<file path="src/rtl/instr_sequencer_pkg.sv">
// Shared definitions for the instruction sequencer: opcodes, register names,
// FSM state encoding and instruction-register field positions.
package instr_sequencer_pkg;

  typedef enum logic [1:0] {
    ST_FETCH_HI = 2'd0,
    ST_FETCH_LO = 2'd1,
    ST_EXECUTE  = 2'd2,
    ST_HALT     = 2'd3
  } state_t;

  // Source of the register write-back value
  typedef enum logic [1:0] {
    WSEL_NONE = 2'd0,
    WSEL_IMM  = 2'd1,
    WSEL_RF1  = 2'd2,
    WSEL_ALU  = 2'd3
  } wsel_t;

  localparam logic [3:0] OPC_NOP      = 4'd0;
  localparam logic [3:0] OPC_LDI      = 4'd1;
  localparam logic [3:0] OPC_MOV      = 4'd2;
  localparam logic [3:0] OPC_JMP      = 4'd3;
  localparam logic [3:0] OPC_JZ       = 4'd4;
  localparam logic [3:0] OPC_HALT     = 4'd5;
  localparam logic [3:0] OPC_ALU_BASE = 4'd8;

  localparam logic [2:0] REG_A  = 3'd0;
  localparam logic [2:0] REG_X  = 3'd1;
  localparam logic [2:0] REG_Y  = 3'd2;
  localparam logic [2:0] REG_Z  = 3'd3;
  localparam logic [2:0] REG_SP = 3'd4;
  localparam logic [2:0] REG_FP = 3'd5;

  // Registers above this index are read-only; writes to them are dropped
  localparam logic [2:0] REG_WRITABLE_MAX = REG_FP;

  localparam int IR_OPC_MSB = 15;
  localparam int IR_OPC_LSB = 12;
  localparam int IR_RD_MSB  = 11;
  localparam int IR_RD_LSB  = 9;
  localparam int IR_RS1_MSB = 7;
  localparam int IR_RS1_LSB = 5;
  localparam int IR_RS2_MSB = 4;
  localparam int IR_RS2_LSB = 2;
  localparam int IR_IMM_MSB = 7;
  localparam int IR_IMM_LSB = 0;

endpackage

</file>
<file path="src/rtl/instr_sequencer_decode.sv">
// Purely combinational instruction decode: splits the 16-bit IR into fields
// and classifies the opcode.
module instr_decode
  import instr_sequencer_pkg::*;
(
  input  logic [15:0] ir,
  output logic [2:0]  rd,
  output logic [2:0]  rs1,
  output logic [2:0]  rs2,
  output logic [7:0]  imm,
  output logic [2:0]  alu_op,
  output wsel_t       wsel,
  output logic        is_jump,
  output logic        is_cond,
  output logic        is_halt,
  output logic        is_illegal
);

  logic [3:0] opc;
  logic       unused_ir8;

  assign opc        = ir[IR_OPC_MSB:IR_OPC_LSB];
  assign rd         = ir[IR_RD_MSB:IR_RD_LSB];
  assign rs1        = ir[IR_RS1_MSB:IR_RS1_LSB];
  assign rs2        = ir[IR_RS2_MSB:IR_RS2_LSB];
  assign imm        = ir[IR_IMM_MSB:IR_IMM_LSB];
  assign alu_op     = opc[2:0];
  assign unused_ir8 = ir[8];

  always_comb begin
    wsel       = WSEL_NONE;
    is_jump    = 1'b0;
    is_cond    = 1'b0;
    is_halt    = 1'b0;
    is_illegal = 1'b0;
    if (opc >= OPC_ALU_BASE) begin
      wsel = WSEL_ALU;
    end else begin
      case (opc)
        OPC_NOP:  ;
        OPC_LDI:  wsel = WSEL_IMM;
        OPC_MOV:  wsel = WSEL_RF1;
        OPC_JMP:  is_jump = 1'b1;
        OPC_JZ: begin
          is_jump = 1'b1;
          is_cond = 1'b1;
        end
        OPC_HALT: is_halt = 1'b1;
        default:  is_illegal = 1'b1;
      endcase
    end
  end

endmodule

</file>
<file path="src/rtl/instr_sequencer.sv">
// Fetch/decode/execute controller: two-byte fetch over an 8-bit memory
// handshake, one-cycle execute driving the register file and external ALU.
// Handshake: a fetch byte transfers on the rising edge where imem_req and
// imem_valid are both high; imem_valid is don't-care while imem_req is low.
module instr_sequencer
  import instr_sequencer_pkg::*;
#(
  parameter logic [7:0] RESET_PC = 8'h00
) (
  input  logic       clk,
  input  logic       rst_n,
  output logic [7:0] imem_addr,
  output logic       imem_req,
  input  logic [7:0] imem_rdata,
  input  logic       imem_valid,
  output logic [2:0] reg_addr1,
  output logic [2:0] reg_addr2,
  input  logic [7:0] rf_data1,
  input  logic [7:0] rf_data2,
  output logic [2:0] alu_op,
  input  logic [7:0] alu_result,
  output logic [2:0] write_addr,
  output logic [7:0] write_data,
  output logic       write_enable,
  output logic       instr_done,
  output logic       halted,
  output logic       illegal,
  output logic [1:0] state_dbg
);

  state_t      state;
  logic [7:0]  pc;
  logic [15:0] ir;

  logic [2:0]  rd, rs1, rs2;
  logic [7:0]  imm;
  wsel_t       wsel;
  logic        is_jump, is_cond, is_halt, is_illegal;
  logic        take_jump;
  logic        unused_rf2;

  instr_decode u_decode (
    .ir         (ir),
    .rd         (rd),
    .rs1        (rs1),
    .rs2        (rs2),
    .imm        (imm),
    .alu_op     (alu_op),
    .wsel       (wsel),
    .is_jump    (is_jump),
    .is_cond    (is_cond),
    .is_halt    (is_halt),
    .is_illegal (is_illegal)
  );

  // JZ tests the register named by rd, so read port 1 is steered to it
  assign take_jump = is_jump && (!is_cond || (rf_data1 == 8'h00));
  assign unused_rf2 = ^rf_data2;

  always_ff @(posedge clk or negedge rst_n) begin
    if (!rst_n) begin
      state   <= ST_FETCH_HI;
      pc      <= RESET_PC;
      ir      <= 16'h0000;
      illegal <= 1'b0;
    end else begin
      case (state)
        ST_FETCH_HI: begin
          if (imem_valid) begin
            ir[15:8] <= imem_rdata;
            pc       <= pc + 8'd1;
            state    <= ST_FETCH_LO;
          end
        end
        ST_FETCH_LO: begin
          if (imem_valid) begin
            ir[7:0] <= imem_rdata;
            pc      <= pc + 8'd1;
            state   <= ST_EXECUTE;
          end
        end
        ST_EXECUTE: begin
          if (is_halt || is_illegal) begin
            state <= ST_HALT;
            if (is_illegal) illegal <= 1'b1;
          end else begin
            state <= ST_FETCH_HI;
            if (take_jump) pc <= imm;
          end
        end
        default: state <= ST_HALT;
      endcase
    end
  end

  // imem_req is gated by rst_n so it drops the moment reset is asserted
  assign imem_req     = rst_n && ((state == ST_FETCH_HI) || (state == ST_FETCH_LO));
  assign imem_addr    = pc;
  assign halted       = (state == ST_HALT);
  assign instr_done   = (state == ST_EXECUTE);
  assign state_dbg    = state;

  assign reg_addr1    = is_cond ? rd : rs1;
  assign reg_addr2    = rs2;
  assign write_addr   = rd;
  assign write_enable = instr_done && (wsel != WSEL_NONE) && (rd <= REG_WRITABLE_MAX);

  always_comb begin
    write_data = 8'h00;
    case (wsel)
      WSEL_IMM: write_data = imm;
      WSEL_RF1: write_data = rf_data1;
      WSEL_ALU: write_data = alu_result;
      default:  write_data = 8'h00;
    endcase
  end

endmodule

</file>
<file path="config.mk">
export PLATFORM = sky130hd
export DESIGN_NAME = instr_sequencer
export DESIGN_NICKNAME = d
export VERILOG_FILES = /design/src/rtl/instr_sequencer_pkg.sv /design/src/rtl/instr_sequencer_decode.sv /design/src/rtl/instr_sequencer.sv
export SDC_FILE = /design/constraint.sdc
export NUM_CORES = 1
export LEC_CHECK = 0
export CORE_MARGIN = 2
export CORE_UTILIZATION = 40
export DETAILED_ROUTE_END_ITERATION = 10
export PLACE_DENSITY = 0.78
export SLEW_MARGIN = 20
export SYNTH_ARGS = -nofsm -noshare
export SYNTH_HDL_FRONTEND = slang
export SYNTH_SLANG_ARGS = --single-unit
export TNS_END_PERCENT = 100
</file>
<file path="constraint.sdc">
create_clock -name clk -period 3.3 [get_ports clk]
set_input_delay 0.99 -clock clk [delete_from_list [all_inputs] [get_ports clk]]
set_output_delay 0.99 -clock clk [all_outputs]
set_load 0.02 [all_outputs]
</file>
==> implementation parameters, run 1 <==
Parameter                              Value

Outcome
  Outcome    completed

Cells and area
  Final Core Density    61.4%
  Number of filler cells placed in the layout    roughly 340
  Signed area change from the synthesized netlist to the final layout    47.6%
  # diodes    0
  Sequential cell area    651 sq um
  Cell Count, Final, Fillers Out    between 200 and 300
  Area used by multi-input combinational logic    731 sq um
  Final instance area    between 0.002 and 0.0025 sq mm
  Post-layout net count    approximately 260
  Share of final-layout standard cells stronger than drive strength 1    around a fifth

Die
  Starting density of the core    a little over two fifths
  Row cnt    22
  Area of the core    0.00369 sq mm
  Die W    between 60 and 70 um
  Ports placed on the boundary    70
  Die span in y    ~66 um
  Die Area    about 0.0043 sq mm

Synthesis
  Synth area leaders    dfrtp_1 (42%), mux2_2 (12%), a222oi_1 (5.2%), buf_4 (4.9%), nor2_1 (3.7%)
  Post-synth EDFFs    0
  Yosys top cell area share    a little over two fifths
  Synth unique cells    37
  Share of synthesized flip-flops with an asynchronous set or reset    100%
  Number of nets in the synthesized netlist    190
  Netlist area before placement    0.00154 sq mm
  Largest area contributor in the netlist    dfrtp_1
  Synth warnings    0
  Number of register bits inferred by synthesis    26
  Top flip-flop cell by instance count after synthesis    dfrtp_1
  Number of instances in the synthesized netlist    roughly 150
  Share of the yosys chip area belonging to registers    42.4%
  Average size of a mapped cell    9.97 sq um

CTS
  Clock tree from TritonCTS    done
  Latest clock arrival within the worst-skew pair    roughly 270 ps
  Clock-pin slew reported for the worst setup and hold paths after clock tree synthesis    ~90 ps
  Number of H-tree levels    1
  Maximum buffer depth of the clock tree    2
  CTS Sinks    26
  TritonCTS Buffers    3
  Hold bufs inserted after CTS    0
  Resized cells post-CTS    8
  Setup Buffers After CTS    0
  Root Buffer Master    clkbuf_8

Detailed routing
  Count of unresolved DRC violations after routing    0
  Initial DRT Pass Iterations    6
  Average wire length per cell after detail routing    15.5 um
  Final wirelength    4.12 mm
  Routed via count divided by cell count    5.30
  Count of routing violations after the opening detailed-route iteration    around 140
  Remaining number of nets flagged by the antenna check after routing    0
  Vias after detailed routing    about 1.4k

Timing
  Number of hold violations in the final report    0
  Worst Setup Slack, final    94.9 ps
  Final setup violating endpoints    0
  Highest attainable clock frequency    ~0.31 GHz
  Slew at the pin with the worst max-slew slack    between 400 and 500 ps
  Min cycle time layout    between 3000 and 4000 ps
  Final count of pins violating max slew    0
  Tcrit/Tclk final    97.1%
  Worst clock skew on the final layout    3.68 ps
  Setup repair after global routing missed its margin    false
  Max-slew headroom    a little under three quarters

Pwr
  Overall power after layout    between 0.002 and 0.0025 W
  Leakage    0.967 nW
  PD cells    slightly above 1000 mW/mm^2
  Peak supply drop    between 600 and 700 uV

Worst setup path
  Peak per-stage delay on the critical path    600 ps
  Worst setup EP type    output port
  Kind of cell adding the most delay to the critical path    buffers and inverters
  Worst Path Max Fanout    2
  Nature of the critical path startpoint    input pin
  Category of the critical setup timing path    in -> out
  Crit path top cell by count    clkdlybuf4s50_1
  CP Cell Sequence    clkdlybuf4s50_1 > nor2b_1 > clkdlybuf4s50_1
  Worst endpoint required time    2310 ps
  Critical path data arrival time    approximately 2200 ps
  Number of buffer and inverter instances along the worst setup path    2
  Slowest cell on crit path    clkdlybuf4s50_1

Global route
  Number of antenna violations at the first check in global routing    0
  Vias in the first global route    1443
  Global-route wire length before repair    between 6 and 7 mm
  GRT Total Usage    20.7%
  Largest net degree at the start of global routing    27
  Gr ovfl total    0

Worst hold path
  Worst min path class    reg -> reg

Placed design
  Minimum setup slack after placement    -66.6 ps
  Number of placed cells counting well taps    between 200 and 300
  Gpl congestion    ~0.85
  Post-detailed-placement cell area    0.00220 sq mm
  Count of buffers inserted at the top-level ports    just over 60
  Half-perimeter wire length of the detailed placement result    just over 3 mm

Flow run
  Max Cap Violations    0
## metrics by stage
step	setup TNS (ps)	hold slack (ps)
2_1_floorplan	0	499
3_3_place_gp	-156	474
3_5_place_dp	-230	460
4_1_cts	0	496
5_1_grt	0	502
6_report	0	493
## synthesized netlist by cell type (2+ instances only)
cell,count
nor3_1,3
o21ai_1,2
o22a_1,2
nand3_1,2
mux2i_1,2
a222oi_1,8
nand2b_1,2
buf_6,2
inv_1,11
buf_4,10
nor2b_1,2
a21oi_1,9
dfrtp_1,26
buf_2,2
mux2_2,16
nand2_1,10
nor4_1,4
o21ai_0,8
nor2_1,15
## per-layer routing
layer	vias to the layer above	global-route usage [%]	part of all wire (%)	routed length, um
met5	-	0	0	0
met4	0	5.10	1.5	60
met3	6	4.43	6.8	282
met2	57	36.5	49	2030
met1	668	25.8	42	1740
li1	678	-	-	-
## layout by cell type (no fill, tap or decap), types with 4 or more instances in the layout
| master | n |
|---|---|
| nand2_1 | 10 |
| buf_4 | 14 |
| a21oi_1 | 9 |
| nor4_1 | 4 |
| inv_1 | 11 |
| o21ai_0 | 8 |
| dfrtp_1 | 26 |
| nor2_1 | 13 |
| mux2_2 | 16 |
| dlygate4sd2_1 | 8 |
| a222oi_1 | 8 |
| clkdlybuf4s50_1 | 53 |
## registers in the layout, summed over array words and instances (netlist names)
name,count
ir,15
imem_addr,8
state_dbg,2
illegal,1
## area by class of cell
cell class	instances	share of cell area, %
Multi-Input combinational cell	101	32.2
Timing Repair Buffer	75	31.1
Sequential cell	26	28.7
Tap cell	48	2.65
Inverter	12	2.10
Clock buffer	3	1.82
Clock inverter	1	1.33
## worst register-to-register path, cell delays in order (launching register included)
cell and delay, ps:
dfrtp_1 490, nand2b_1 400, inv_4 180, o21a_1 200, o2bb2ai_4 350, a21oi_1 80
o22a_1 210
## final timing paths
path,start,to,slack (ps),cells after the start
setup / recovery,rst_n,imem_req,90,3
hold / removal,illegal,illegal,490,1
setup reg to reg,state_dbg[0],imem_addr[4],1290,6
hold reg to reg,illegal,illegal,490,1
max in group asynchronous,rst_n,ir[11],1910,2
min in group asynchronous,rst_n,imem_addr[1],1130,2
## power breakdown
part	switching, W	total [W]	internal [W]
combinational	0.000713	0.00139	0.000674
sequential	0.000202	0.000682	0.000480
clock	0.000104	0.000266	0.000162
total	0.00102	0.00233	0.00132
## cells by family after synthesis
| logic type | share of synthesized area, % |
|---|---|
| flops | 42.4 |
| mux | 13.0 |
| compound gates | 17.9 |
| fa+ha+maj | 0.815 |
| simple gates | 15.0 |
| buf+inv | 10.4 |
| xor+xnor | 0.571 |
No activity file was read; power rests on OpenSTA's default activity.
==> run 2: changes to the inputs <==
--- a/config.mk
+++ b/config.mk
@@ -8,7 +8,9 @@
 export CORE_MARGIN = 2
 export CORE_UTILIZATION = 40
 export DETAILED_ROUTE_END_ITERATION = 10
+export GPL_ROUTABILITY_DRIVEN = 0
 export PLACE_DENSITY = 0.78
+export SETUP_SLACK_MARGIN = 0.3
 export SLEW_MARGIN = 20
 export SYNTH_ARGS = -nofsm -noshare
 export SYNTH_HDL_FRONTEND = slang
==> run 2 against run 1 <==
  * Routed wire length up 1.3%
  * Global-route usage up 0.22 points
  * Register-to-register slack about the same
  * Count of clock-buffer cells in the layout unchanged
  * Critical endpoint is now write_data[6]
  * Largest power group unchanged
==> implementation parameters, run 2 (same netlist as run 1, synthesis figures left out) <==
Parameter                              Value

Timing
  Setup TNS    0 ps (unchanged)
  Final count of pins violating max slew    0 (unchanged)
  Setup repair after global routing missed its margin    true
  Min cycle time layout    2990 ps (-215 ps)
  Worst clock skew on the final layout    1.63 ps (-2.05 ps)
  Slew at the pin with the worst max-slew slack    423 ps (+1.69 ps)
  Tcrit/Tclk final    90.6% (-6.5 points)
  Highest attainable clock frequency    0.334 GHz (+7.2%)
  Max-slew headroom    71.7% (-0.11 points)
  Number of hold violations in the final report    0 (unchanged)
  Final setup violating endpoints    0 (unchanged)

Global route
  Number of antenna violations at the first check in global routing    0 (unchanged)
  Largest net degree at the start of global routing    27 (unchanged)
  Vias in the first global route    1465 (+1.5%)
  Gr ovfl total    0 (unchanged)
  Global-route wire length before repair    6.98 mm (+1.0%)
  GRT Total Usage    20.9% (+0.22 points)

Cells and area
  # diodes    0 (unchanged)
  Signed area change from the synthesized netlist to the final layout    48.5%
  Post-layout net count    259 (+1.6%)
  Number of filler cells placed in the layout    340 (-0.58%)
  Share of final-layout standard cells stronger than drive strength 1    25.2% (+6.4 points)
  Leading cell type in the layout, fill and taps excluded    clkdlybuf4s50_1
  Most frequent cells in the layout    clkdlybuf4s50_1 (46), dfrtp_1 (25), buf_4 (18), mux2_2 (16), nor2_1 (13)
  Cell Count, Final, Fillers Out    270 (+1.5%)
  Area used by multi-input combinational logic    733 sq um (+0.34%)
  Sequential cell area    652 sq um (+0.19%)
  Max FFs per register    15 (unchanged)
  Register bank with the most flops    ir
  Final Core Density    61.8% (+0.37 points)

Worst setup path
  Critical path data arrival time    2000 ps (-220 ps)
  Minimum setup slack among reg-to-reg paths    1300 ps (about the same)
  Worst setup EP type    output port
  Category of the critical setup timing path    in -> out
  Nature of the critical path startpoint    input pin
  Worst endpoint required time    2310 ps (about the same)
  Worst Path Max Fanout    2 (unchanged)

Placed design
  Half-perimeter wire length of the detailed placement result    3.05 mm (unchanged)
  Count of buffers inserted at the top-level ports    61 (unchanged)
  Number of placed cells counting well taps    262 (unchanged)

Pwr
  Clock power share    11.3% (about the same)
  Sequential fraction of design power    29.2% (about the same)
  Net Switching    0.00103 W (+0.95%)
  Leakage    1.00 nW (+3.8%)
  Sw frac    43.9% (+0.26 points)
  Peak supply drop    659 uV (+8.0%)
  Comb power frac    59.5% (about the same)
  PD cells    1030 mW/mm^2 (-0.26%)
  Pint    0.00131 W (-0.12%)

Die
  Starting density of the core    41.6% (unchanged)
  Area of the core    0.00369 sq mm (unchanged)
  Die W    66.0 um (unchanged)
  Ports placed on the boundary    70 (unchanged)
  Die span in y    66.0 um (unchanged)
  Die Area    0.00435 sq mm (unchanged)
  Row cnt    22 (unchanged)

Detailed routing
  Final wirelength    4.17 mm (+1.3%)
  Routed via count divided by cell count    5.26 (-0.64%)
  Count of routing violations after the opening detailed-route iteration    136 (+0.74%)
  Remaining number of nets flagged by the antenna check after routing    0 (unchanged)
  Average wire length per cell after detail routing    15.5 um (-0.21%)
  Initial DRT Pass Iterations    6 (unchanged)
  Count of unresolved DRC violations after routing    0 (unchanged)
  Vias after detailed routing    1421 (+0.85%)

CTS
  CTS Sinks    26 (unchanged)
  Clock tree from TritonCTS    done
  Clock-pin slew reported for the worst setup and hold paths after clock tree synthesis    90 ps (about the same)
  Root Buffer Master    clkbuf_8
  Maximum buffer depth of the clock tree    2 (unchanged)
  Hold bufs inserted after CTS    0 (unchanged)
  Latest clock arrival within the worst-skew pair    270 ps (about the same)
  TritonCTS Buffers    3 (unchanged)
  Number of H-tree levels    1 (unchanged)

Outcome
  Outcome    completed

Flow run
  Max Cap Violations    0 (unchanged)

Worst hold path
  Worst min path class    reg -> reg
run 2: changes by cell type in the layout (fill, tap and decap cells not counted):
cell,previous run,this run
buf_6,0,2
clkbuf_2,0,2
dfrtp_2,0,1
dfrtp_1,26,25
inv_4,1,0
buf_4,14,18
nand2b_1,2,1
nand2b_2,0,1
buf_2,0,5
clkdlybuf4s50_1,53,46
dlygate4sd2_1,8,4
inv_6,0,1
dlymetal6s2s_1,0,2
run 2: worst paths after layout:
kind	start	end	cells after the start
setup / recovery	rf_data1[6]	write_data[6]	4
hold / removal	illegal	illegal	1
setup reg to reg	ir[15]	imem_addr[5]	9
hold reg to reg	illegal	illegal	1
max in group asynchronous	rst_n	ir[13]	2
min in group asynchronous	rst_n	imem_addr[2]	2
run 2: power groups by stage:
| stage | sequential (W) | combinational, W | clock [W] |
|---|---|---|---|
| detailed placement | 0.000686 | 0.00142 | 0 |
| finish | 0.000684 | 0.00139 | 0.000264 |
| CTS | 0.000682 | 0.00138 | 0.000269 |
| global route | 0.000713 | 0.00152 | 0.000282 |
| floorplan | 0.000706 | 0.000867 | 0 |
| global placement | 0.000680 | 0.00140 | 0 |
run 2: layer usage:
layer / track usage [%] / up-vias / share of wire, %
li1: - / 686 / -
met1: 25.9 / 669 / 41
met2: 37.1 / 59 / 50
met3: 4.43 / 7 / 7.5
met4: 5.10 / 0 / 1.4
met5: 0 / - / 0
run 2: timing repair:
item / 4_1_cts / 5_1_grt
hold endpoints to repair: 0 / 0
setup buffers: 3 / 1
cloned: 0 / 0
pin swaps: 2 / 6
gates resized for setup: 37 / 12
setup endpoints to repair: 14 / 8
run 2: area by class of cell:
class                   count  share of cell area [%]
inverters                  12                    2.20
repair buffers             79                    31.3
well taps                  48                    2.63
clock inverters             1                    1.32
clock buffers               3                    1.81
multi-input cells         101                    32.2
flip-flops and latches     26                    28.6
run 2: worst max-delay path, stage by stage:
cell and delay (ps):
clkdlybuf4s50_1 450, a222oi_1 320, inv_1 80, clkbuf_2 160
run 2: stage by stage:
step                hold WS, ps  setup slack [ps]  instance area, sq um  power, W
detailed placement          460             -66.6                  2200   0.00210
finish                      494               310                  2280   0.00234
floorplan                   499               733                  1540   0.00157
CTS                         496               145                  2260   0.00233
global placement            474             -82.7                  2200   0.00208
global route                502               243                  2280   0.00251
==> run 3: changes to the inputs <==
--- a/config.mk
+++ b/config.mk
@@ -6,10 +6,11 @@
 export NUM_CORES = 1
 export LEC_CHECK = 0
 export CORE_MARGIN = 2
-export CORE_UTILIZATION = 40
+export CORE_UTILIZATION = 45
 export DETAILED_ROUTE_END_ITERATION = 10
 export GPL_ROUTABILITY_DRIVEN = 0
-export PLACE_DENSITY = 0.78
+export PLACE_DENSITY = 0.86
+export REMOVE_ABC_BUFFERS = 1
 export SETUP_SLACK_MARGIN = 0.3
 export SLEW_MARGIN = 20
 export SYNTH_ARGS = -nofsm -noshare
==> run 3 against run 2 <==
  * Cell count decreased by 2.6%
  * Fmax increased by 1.1%
  * Setup slack improved by 33 ps
  * Routed wire length decreased by 1.1%
  * Critical path type unchanged
  * Critical endpoint is now write_data[3]
  * Largest cell class unchanged
==> implementation parameters, run 3 (same netlist as run 1, synthesis figures left out) <==
Parameter                              Value

Detailed routing
  Routed via count divided by cell count    5.49 (+4.3%)
  Initial DRT Pass Iterations    5 (-1)
  Final wirelength    4.13 mm (-1.1%)
  Vias after detailed routing    1443 (+1.5%)
  Count of routing violations after the opening detailed-route iteration    97 (-29%)
  Remaining number of nets flagged by the antenna check after routing    0 (unchanged)
  Average wire length per cell after detail routing    15.7 um (+1.6%)
  Count of unresolved DRC violations after routing    0 (unchanged)

Cells and area
  Leading cell type in the layout, fill and taps excluded    clkdlybuf4s50_1
  Signed area change from the synthesized netlist to the final layout    44.3%
  Area used by multi-input combinational logic    726 sq um (-1.0%)
  Register bank with the most flops    ir
  Max FFs per register    15 (unchanged)
  Most frequent cells in the layout    clkdlybuf4s50_1 (38), dfrtp_1 (25), mux2_2 (16), nor2_1 (15), buf_4 (14)
  Number of filler cells placed in the layout    291 (-14%)
  # diodes    0 (unchanged)
  Post-layout net count    255 (-1.5%)
  Sequential cell area    652 sq um (unchanged)
  Share of final-layout standard cells stronger than drive strength 1    22.1% (-3.1 points)

CTS
  Hold bufs inserted after CTS    0 (unchanged)
  Latest clock arrival within the worst-skew pair    320 ps (+50 ps)
  Clock tree from TritonCTS    done
  Root Buffer Master    clkbuf_4
  CTS Sinks    26 (unchanged)
  Clock-pin slew reported for the worst setup and hold paths after clock tree synthesis    130 ps (+40 ps)
  Maximum buffer depth of the clock tree    2 (unchanged)
  Number of H-tree levels    1 (unchanged)
  TritonCTS Buffers    3 (unchanged)

Die
  Ports placed on the boundary    70 (unchanged)
  Starting density of the core    46.4% (+4.8 points)
  Area of the core    0.00331 sq mm (-10%)
  Die Area    0.00390 sq mm (-10%)
  Row cnt    21 (-4.5%)
  Die span in y    62.4 um (-5.4%)
  Die W    62.4 um (-5.4%)

Global route
  Number of antenna violations at the first check in global routing    0 (unchanged)
  Global-route wire length before repair    6.78 mm (-2.9%)
  GRT Total Usage    21.8% (+0.86 points)
  Gr ovfl total    0 (unchanged)
  Vias in the first global route    1391 (-5.1%)
  Largest net degree at the start of global routing    27 (unchanged)

Worst setup path
  Beginning of the critical path    alu_result[3]
  Number of buffer and inverter instances along the worst setup path    3 (unchanged)
  Category of the critical setup timing path    in -> out
  FF-to-FF Start    state_dbg[0]
  Critical path data arrival time    1970 ps (-30 ps)
  Worst endpoint required time    2310 ps (about the same)
  Kind of cell adding the most delay to the critical path    buffers and inverters
  Worst Path Max Fanout    1 (-1)
  Peak per-stage delay on the critical path    400 ps (-50 ps)
  CP Cell Sequence    clkdlybuf4s50_1 > a222oi_1 > inv_1 > buf_2
  Slowest cell on crit path    clkdlybuf4s50_1
  Nature of the critical path startpoint    input pin
  Worst setup EP type    output port

Timing
  Final count of pins violating max slew    0 (unchanged)
  Final setup violating endpoints    0 (unchanged)
  Worst clock skew on the final layout    3.58 ps (+1.95 ps)
  Slew at the pin with the worst max-slew slack    379 ps (-44.3 ps)
  Min cycle time layout    2960 ps (-32.9 ps)
  Worst hold slack    501 ps (+6.95 ps)
  Max-slew headroom    74.5% (+2.8 points)
  Number of hold violations in the final report    0 (unchanged)
  Setup repair after global routing missed its margin    false
  Tcrit/Tclk final    89.6% (-1.0 points)
  Highest attainable clock frequency    0.338 GHz (+1.1%)

Pwr
  Peak supply drop    519 uV (-21%)
  Leakage    1.00 nW (about the same)
  PD cells    1010 mW/mm^2 (-1.5%)
  Overall power after layout    0.00224 W (-4.3%)

Worst hold path
  Worst min path class    reg -> reg
  Beginning of the worst hold path    illegal

Placed design
  Count of buffers inserted at the top-level ports    61 (unchanged)
  Half-perimeter wire length of the detailed placement result    3.05 mm (+0.12%)

Outcome
  Outcome    completed

Flow run
  Max Cap Violations    0 (unchanged)
[run 3: changes by cell type in the layout (fill, tap and decap cells not counted), sizes merged]
cell / delta
dlygate4sd2: +1
bufinv: -1
clkbuf: -1
clkdlybuf4s15: +3
clkdlybuf4s50: -8
buf: -3
dlymetal6s2s: +4
[run 3: area by class of cell]
| type | instances | area share (%) |
|---|---|---|
| multi-input cells | 101 | 32.7 |
| repair buffers | 75 | 32.1 |
| flip-flops and latches | 26 | 29.4 |
| well taps | 46 | 2.60 |
| inverters | 12 | 2.15 |
| clock buffers | 3 | 1.02 |
[run 3: repair_timing]
action / in CTS / in global routing
gates resized for setup: 42 / 22
setup endpoints to repair: 13 / 8
pin swaps: 4 / 5
buffers inserted: 2 / 1
[run 3: per-layer routing]
layer	vias up	part of all wire, %	GRT usage [%]	wire length, um
li1	679	-	-	-
met1	699	42	29.1	1730
met2	58	50	36.2	2070
met3	7	6.4	3.96	263
met4	0	1.6	6.67	65
met5	-	0	0	0
[run 3: final timing paths]
kind                            depth (start not counted)       endpoint  slack, ps
worst max-delay path                                    4  write_data[3]        340
worst min register to register                          1        illegal        500
max in group asynchronous                               2         ir[13]       1940
worst min-delay path                                    1        illegal        500
min in group asynchronous                               2   imem_addr[5]       1080
worst max register to register                          8   imem_addr[4]       1320
[run 3: per-stage QoR]
stage / setup TNS [ps] / utilization [%] / cell area, sq um / cells / setup WS [ps]
after global routing: 0 / 66.9 / 2220 / 263 / 293
after global placement: -454 / 65.7 / 2170 / 257 / -116
after detailed placement: -472 / 65.7 / 2170 / 257 / -117
after floorplan: 0 / - / 1420 / 139 / 612
after CTS: 0 / 65.8 / 2180 / 262 / 100
final: 0 / 66.9 / 2220 / 263 / 342
[run 3: power breakdown]
part,internal (W),switching [W]
combinational,0.000694,0.000725
clock,0.0000429,0.0000908
sequential,0.000480,0.000210
total,0.00122,0.00103
